## src/rtl/ps2_receiver.sv

```systemverilog
// Receive-only PS/2 keyboard port: deglitches the pad lines, decodes 11-bit
// device-to-host frames into bytes, and can inhibit the keyboard via the clock line.
//
// state     | meaning
// ----------+---------------------------------------------------------------
// S_IDLE    | waiting for a start bit (falling clock edge with data low)
// S_DATA    | shifting in D0..D7, then capturing the parity bit
// S_STOP    | waiting for the stop bit; delivers the byte or flags an error
// S_INHIBIT | clock line held low by the host; keyboard edges ignored
// S_RELEASE | clock released, waiting for the filtered clock to read high

module ps2_receiver #(
    parameter int FILTER_LEN    = 8,
    parameter int TIMEOUT_TICKS = 333
) (
    input  logic       clk,
    input  logic       rst_n,
    input  logic       sixus,
    input  logic       ps2_clk_in,
    input  logic       ps2_dat_in,
    output logic       ps2_clk_oe,
    output logic       ps2_dat_oe,
    input  logic       hold,
    output logic [7:0] rx_dat,
    output logic       rx_stb,
    output logic       rx_err
);

    typedef enum logic [2:0] {
        S_IDLE,
        S_DATA,
        S_STOP,
        S_INHIBIT,
        S_RELEASE
    } state_t;

    localparam logic [7:0] FILT_LAST = 8'(FILTER_LEN - 1);
    localparam logic [9:0] TO_LAST   = 10'(TIMEOUT_TICKS - 1);

    // index 0 is the PS/2 clock line, index 1 the data line
    logic [1:0] raw;
    logic [1:0] sync1;
    logic [1:0] sync2;
    logic [1:0] filt;
    logic [7:0] fcnt [2];
    logic       clk_f_d;
    logic       fe;
    logic       dat_f;

    state_t     state;
    logic [3:0] bc;
    logic [7:0] sr;
    logic       par;
    logic [9:0] to_cnt;

    assign raw        = {ps2_dat_in, ps2_clk_in};
    assign dat_f      = filt[1];
    assign ps2_dat_oe = 1'b0;

    // A line must disagree with its filtered level for FILTER_LEN cycles in a row to flip it.
    always_ff @(posedge clk or negedge rst_n) begin
        if (!rst_n) begin
            sync1   <= 2'b11;
            sync2   <= 2'b11;
            filt    <= 2'b11;
            fcnt[0] <= '0;
            fcnt[1] <= '0;
            clk_f_d <= 1'b1;
            fe      <= 1'b0;
        end else begin
            sync1   <= raw;
            sync2   <= sync1;
            clk_f_d <= filt[0];
            fe      <= clk_f_d & ~filt[0];
            for (int i = 0; i < 2; i++) begin
                if (sync2[i] == filt[i]) begin
                    fcnt[i] <= '0;
                end else if (fcnt[i] == FILT_LAST) begin
                    filt[i] <= sync2[i];
                    fcnt[i] <= '0;
                end else begin
                    fcnt[i] <= fcnt[i] + 8'd1;
                end
            end
        end
    end

    always_ff @(posedge clk or negedge rst_n) begin
        if (!rst_n) begin
            state      <= S_IDLE;
            bc         <= '0;
            sr         <= '0;
            par        <= 1'b0;
            to_cnt     <= '0;
            rx_dat     <= '0;
            rx_stb     <= 1'b0;
            rx_err     <= 1'b0;
            ps2_clk_oe <= 1'b0;
        end else begin
            rx_stb <= 1'b0;
            rx_err <= 1'b0;
            case (state)
                S_IDLE: begin
                    if (hold) begin
                        state      <= S_INHIBIT;
                        ps2_clk_oe <= 1'b1;
                    end else if (fe && !dat_f) begin
                        state  <= S_DATA;
                        bc     <= '0;
                        to_cnt <= '0;
                    end
                end
                S_DATA, S_STOP: begin
                    if (fe) begin
                        to_cnt <= '0;
                        if (state == S_DATA) begin
                            if (bc == 4'd8) begin
                                par   <= dat_f;
                                state <= S_STOP;
                            end else begin
                                sr <= {dat_f, sr[7:1]};
                                bc <= bc + 4'd1;
                            end
                        end else begin
                            if (dat_f && (^sr ^ par)) begin
                                rx_dat <= sr;
                                rx_stb <= 1'b1;
                            end else begin
                                rx_err <= 1'b1;
                            end
                            state      <= hold ? S_INHIBIT : S_IDLE;
                            ps2_clk_oe <= hold;
                        end
                    end else if (sixus) begin
                        if (to_cnt == TO_LAST) begin
                            rx_err     <= 1'b1;
                            to_cnt     <= '0;
                            state      <= hold ? S_INHIBIT : S_IDLE;
                            ps2_clk_oe <= hold;
                        end else begin
                            to_cnt <= to_cnt + 10'd1;
                        end
                    end
                end
                S_INHIBIT: begin
                    if (!hold) begin
                        ps2_clk_oe <= 1'b0;
                        state      <= S_RELEASE;
                    end
                end
                S_RELEASE: begin
                    if (filt[0]) begin
                        state <= S_IDLE;
                    end
                end
                default: state <= S_IDLE;
            endcase
        end
    end

endmodule

```

## config.mk

```make
export PLATFORM = sky130hd
export DESIGN_NAME = ps2_receiver
export DESIGN_NICKNAME = d
export VERILOG_FILES = /design/src/rtl/ps2_receiver.sv
export SDC_FILE = /design/constraint.sdc
export NUM_CORES = 1
export LEC_CHECK = 0
export ABC_AREA = 1
export BUFFER_PORTS_ARGS = -buffer_cell sky130_fd_sc_hd__buf_2
export CAP_MARGIN = 20
export CORE_ASPECT_RATIO = 1.25
export CORE_MARGIN = 10
export CORE_UTILIZATION = 65
export DETAILED_ROUTE_END_ITERATION = 10
export PLACE_DENSITY_LB_ADDON = 0.1
export SYNTH_ARGS = -nofsm -noshare
export SYNTH_HDL_FRONTEND = slang
export SYNTH_SLANG_ARGS = --single-unit
```

## constraint.sdc

```tcl
create_clock -name clk -period 2.5 [get_ports clk]
set_clock_uncertainty 0.05 [all_clocks]
set_input_delay 0.125 -clock clk [delete_from_list [all_inputs] [get_ports clk]]
set_output_delay 0.125 -clock clk [all_outputs]
set_load 0.02 [all_outputs]
```

==> flow_summary.json, run 1 <==
{
  "status": "completed",
  "synth.net_count": 396,
  "peakVddDrop_mv": 0.655,
  "cts_buffers": 9,
  "path_clk_slew_ns": 0.08,
  "initial_core_util": 0.666,
  "rsz0062_at_grt": "no",
  "hp-class": "primary input to asynchronous set/reset pin",
  "drive_above_1_share": 0.185,
  "htreeDepth": 3,
  "grt_max_degree": 33,
  "syn_avg_cell_area_um2": 8.21,
  "core-area_um2": 4730,
  "period_share": 0.737,
  "numClockSinks": 61,
  "synth-edff-count": 0,
  "dp_hpwl_um": 4480,
  "path_max_fanout": 17,
  "synth_flop_cell": "dfrtp_1",
  "vias": 2537,
  "ios": 18,
  "drc": 0,
  "port_buffers": 16,
  "ant_nets": 0,
  "crit_type": "flop to flop",
  "worst_pin_slew_ns": 0.511,
  "grt_pass1_wl_um": 10700,
  "firstDrtPassIters": 4,
  "synth_cell_types": 39,
  "arrival_ns": 2.07,
  "cp.required_ns": 2.73,
  "synth_cells": 384,
  "slew_headroom": 0.657,
  "worst_setup_path_end_kind": "flop",
  "cts_tree": "yes",
  "fin_tns_setup_ns": 0,
  "hold_viol_final": 0,
  "final_cell_mix": "95 x nand2_1, 54 x dfrtp_1, 45 x inv_1",
  "yosys_register_bits": 61,
  "totalWireLength_um": 6080,
  "post_cts_resized": 0,
  "die_y_um": 97.9,
  "dp_slack_ns": 0.666,
  "overflow": 0,
  "p_per_area_nw_per_um2": 937,
  "reg2regPathDepth": 10,
  "grtUsageTotal": 0.164,
  "cap_violations": 0,
  "synthesis.area_um2": 3150,
  "clk_path_buf_depth": 2,
  "drt-initial-drc-count": 138,
  "grt_pass1_vias": 2474,
  "setup_viol_count_final": 0,
  "start_kind": "flop",
  "gp_congestion": 0.884,
  "nets": 424,
  "antenna_found_initial": 0,
  "r2r_setup_slack_ns": 0.66,
  "r2r_end": "state[2]",
  "antenna_cells": 0,
  "syn2layout_area_growth_pct": 12.0,
  "met1_usage": 0.190,
  "vias_per_cell": 5.32,
  "die_area_um2": 8050,
  "multiInputGateArea_um2": 1380,
  "leakage_nw": 1.71,
  "seq_area_frac_synth": 0.487,
  "final_common_cell": "nand2_1",
  "async_reset_ff_frac": 1.00,
  "grt_util_met3": 0.0431,
  "regToRegStartpoint": "bc[0]",
  "period_minus_slack_ns": 1.84,
  "clk_latency_ns": 0.34,
  "root_buffer": "clkbuf_8",
  "ff_latch_area_um2": 1540,
  "met2_usage": 0.267,
  "fmax_mhz": 543,
  "wl_per_cell_um": 12.7,
  "rows": 28,
  "n_fill_cell": 349,
  "top_usage_layer": "met2",
  "fp.dieW_um": 82.3,
  "slew_viol_final": 0,
  "worst_slack_ns": 0.657,
  "yosysWarnings": 0
}
-- cell usage after synthesis, types with 2 or more instances --
master   count  share of area
dfrtp_1     54           0.43
ha_1         6          0.024
nand2_2      4         0.0079
xor2_1       2         0.0056
dfstp_2      7          0.058
inv_2       10          0.012
nor4_1       3         0.0060
nand3_4      2          0.011
nand2_1     95           0.11
nor2_4       3          0.011
nor2_1      37          0.044
o21ai_0     21          0.033
nor3b_1      3         0.0071
nor3_1      13          0.021
nand4_1     11          0.022
inv_1       45          0.054
a21oi_1      7          0.011
nor3b_2      2         0.0079
nand2_4      2         0.0071
o21a_1       3         0.0071
o21ai_1      7          0.011
nand3_1     20          0.032
xnor2_1      2         0.0056
o21ai_2      4          0.011
nand3_2      4          0.013
a31oi_1      3         0.0060
nor2_2       2         0.0040
-- state kept, by name (all words and copies together), names as in the netlist --
name / count
bc: 4
clk_f_d: 1
fcnt: 16
fe: 1
filt: 2
par: 1
ps2_clk_oe: 1
rx_dat: 8
rx_err: 1
rx_stb: 1
sr: 8
state: 3
sync1: 2
sync2: 2
to_cnt: 10
-- how the worst max path moves through the flow --
stage / start / end / slack [ns]
5_1_grt: bc[1] / state[0] / 0.50
2_1_floorplan: bc[0] / state[2] / 0.97
6_report: bc[0] / state[2] / 0.66
3_3_place_gp: bc[0] / state[2] / 0.76
3_5_place_dp: bc[0] / state[2] / 0.67
4_1_cts: bc[0] / state[2] / 0.65
-- routing by layer --
metal / wire (um) / part of all wire
met1: 2610 / 0.43
met4: 126 / 0.021
met5: 0 / 0
met3: 302 / 0.050
met2: 3040 / 0.50
-- critical path, cell delays in order (launching register included) --
cell and delay (ns):
dfrtp_1 0.42, inv_1 0.07, ha_1 0.14, nand2_1 0.05, nor2_1 0.23, inv_2 0.08
nand2_2 0.23, nand3_1 0.17, nor2_4 0.18, inv_2 0.04, o21ai_1 0.11
-- repair_timing --
action                                  CTS  global route
endpoints found under the setup margin    0             0
hold buffers                              3             0
endpoints found under the hold margin    56             0
setup buffers                             0             0
-- area by class of cell --
class	instances	area share
clock inverter	7	0.0230
tap	60	0.0213
clock buffer	9	0.0351
multi-input combinational	263	0.390
timing repair buffer	21	0.0354
sequential	61	0.435
inverter	56	0.0603
-- kinds of logic (layout without fill, tap and decap cells) --
kind of cell | Yosys count | count (layout) | share of synthesized area
compound gates | 47 | 47 | 0.0861
other cells | 1 | 1 | 0.00119
simple gates | 205 | 205 | 0.314
buf+inv | 60 | 93 | 0.0762
fa+ha+maj | 6 | 6 | 0.0238
flops | 61 | 61 | 0.487
xor+xnor | 4 | 4 | 0.0111
-- report_power, final --
group	total [mW]	leakage [nW]	switching, mW	internal (mW)
logic	1.11	0.796	0.763	0.343
registers	1.30	0.815	0.157	1.14
clock network	0.901	0.101	0.428	0.474
-- stage by stage --
stage	instances	instance area [um^2]	util	power, mW	hold WS (ns)
after global placement	458	3290	0.697	2.38	-0.0967
after global routing	477	3530	0.746	3.55	0.0835
after CTS	477	3530	0.746	3.33	0.0645
final	477	3530	0.746	3.31	0.0747
after floorplan	384	3150	-	2.20	-0.221
after detailed placement	458	3290	0.697	2.42	-0.0963
Note: power is estimated with default switching activity, not from simulation.
==> inputs of run 2 (changes only) <==
Settings changed: CORE_UTILIZATION 65 to 55.
Clock period 2.5 ns to 1.5 ns, I/O delays scaled along.
==> run 2 against run 1 <==
  * Core utilization is 5.6 points higher
  * First-iteration DRC count stayed put
  * Largest cell class is now multi-input gates
  * Sequential share of layout area is 8.5 points lower
  * Global-route usage is 0.19 points lower
  * Non-clock buffer count is 62 higher
  * Hold slack better by 0.085 ns
  * The flow now finishes with violations (setup timing)
  * Combinational power grew to 3.1 times the previous value
  * Clock power is 110% higher
  * Maximum frequency is 15% higher
  * Flip-flop and latch count stayed put
  * Cell area is 25% higher
==> flow_summary.json, run 2 (synthesis gave the netlist of run 1 again) <==
{
  "status": "complete, but fails checks",
  "violations": "setup timing",
  "root_buffer": "clkbuf_8",
  "path_depth": 10,
  "reg2regPathDepth": 10,
  "syn2layout_area_growth_pct": 39.6,
  "htreeDepth": 3,
  "antenna_cells": 0,
  "grt_pass1_vias": 2933,
  "largestRegisters": "fcnt x16, to_cnt x10",
  "cp.required_ns": 1.68,
  "largest_register_ffs": 16,
  "min_path_cells": 5,
  "leakage_nw": 2.10,
  "fin_cells": 545,
  "fp.dieW_um": 87.7,
  "core-area_um2": 5480,
  "clk_path_buf_depth": 2,
  "fin_util": 0.803,
  "power_frac_comb": 0.458,
  "drc": 0,
  "peakVddDrop_mv": 1.64,
  "grt_pass1_wl_um": 12400,
  "grtUsageTotal": 0.162,
  "path_clk_slew_ns": 0.07,
  "power_mw": 7.41,
  "totalWireLength_um": 7760,
  "slew_viol_final": 0,
  "drive_above_1_share": 0.422,
  "die_area_um2": 9180,
  "dp_hpwl_um": 4680,
  "die_y_um": 105,
  "top_register": "fcnt",
  "overflow": 0,
  "start_kind": "flop",
  "p_sw_mw": 2.75,
  "numClockSinks": 61,
  "fmax_mhz": 622,
  "rsz0062_at_grt": "yes",
  "ant_nets": 0,
  "antenna_found_initial": 0,
  "path_buf_inv": 2,
  "port_buffers": 16,
  "arrival_ns": 1.79,
  "vias_per_cell": 5.35,
  "crit_type": "flop to flop",
  "firstDrtPassIters": 4,
  "wl_per_cell_um": 14.2,
  "period_minus_slack_ns": 1.61,
  "ios": 18,
  "gp_congestion": 0.840,
  "crit_family": "simple AND/OR/NAND/NOR gates",
  "worst_setup_path_end_kind": "flop",
  "cts_tree": "yes",
  "slowest_stage": "dfrtp_1",
  "rows": 30,
  "final_common_cell": "nand2_1",
  "final_area_um2": 4400,
  "slowest_delay_ns": 0.41,
  "hold_viol_final": 0,
  "vias": 2914,
  "post_dp_cell_area_um2": 3630,
  "r2r_setup_slack_ns": -0.11,
  "final_cell_mix": "69 x nand2_1, 55 x buf_4, 51 x dfrtp_1",
  "fin_tns_setup_ns": -1.97,
  "p_int_mw": 4.66,
  "period_share": 1.07,
  "whs_ns": 0.159,
  "hp-class": "primary input to flop",
  "cts_buffers": 9,
  "path_max_fanout": 4,
  "dp.cells": 504,
  "grt_max_degree": 62,
  "drt-initial-drc-count": 138,
  "cap_violations": 0,
  "nets": 488,
  "p_per_area_nw_per_um2": 1680,
  "power.share.switching": 0.371,
  "dp_slack_ns": -0.0829,
  "pwr-share-clk": 0.256,
  "path_cells": "ha_1, inv_1, nor2_1, inv_1, nor2_2, nand2_1, nor2_2, nand4_1, o21ai_1, nor2_1",
  "setup_viol_count_final": 26,
  "clk_latency_ns": 0.34,
  "pwr-share-seq": 0.285,
  "initial_core_util": 0.575,
  "worst_slack_ns": -0.108
}
[run 2: worst paths after layout]
path | startpoint | end
min in group asynchronous | rst_n | fcnt[4]
hold reg to reg | sync1[1] | sync2[1]
setup / recovery | to_cnt[0] | to_cnt[8]
max in group asynchronous | rst_n | clk_f_d
hold / removal | hold | state[1]
setup reg to reg | to_cnt[0] | to_cnt[8]
[run 2: layout make-up]
type	instances	area [um^2]
Tap cell	64	80.1
Clock buffer	13	169
Clock inverter	3	90.1
Timing Repair Buffer	83	637
Fill cell	353	1080
Sequential cell	61	1540
Inverter	56	220
Multi-Input combinational cell	265	1660
[run 2: tightest hold or removal path, stage by stage]
cell and delay, ns:
buf_2 0.13, nand2_1 0.09, nand3b_1 0.09, nand2_1 0.05, o21ai_1 0.06
[run 2: repair_timing]
action,CTS,global route
gates resized for setup,20,80
cloned,2,0
pin swaps,12,17
setup buffers,12,9
hold buffers,3,0
endpoints found under the setup margin,24,46
hold endpoints to repair,63,0
[run 2: per-layer routing]
metal,vias up,global-route usage,wire length [um]
met4,0,0.0582,127
met1,1410,0.190,3240
li1,1431,-,-
met3,12,0.0458,358
met2,61,0.270,4040
met5,-,0,0
[run 2: power by group through the flow]
stage	registers (mW)	clock network (mW)	logic, mW
3_3_place_gp	2.11	0	2.48
3_5_place_dp	2.12	0	2.55
2_1_floorplan	2.13	0	1.54
6_report	2.11	1.90	3.39
5_1_grt	2.15	2.00	3.70
4_1_cts	2.09	1.92	2.94
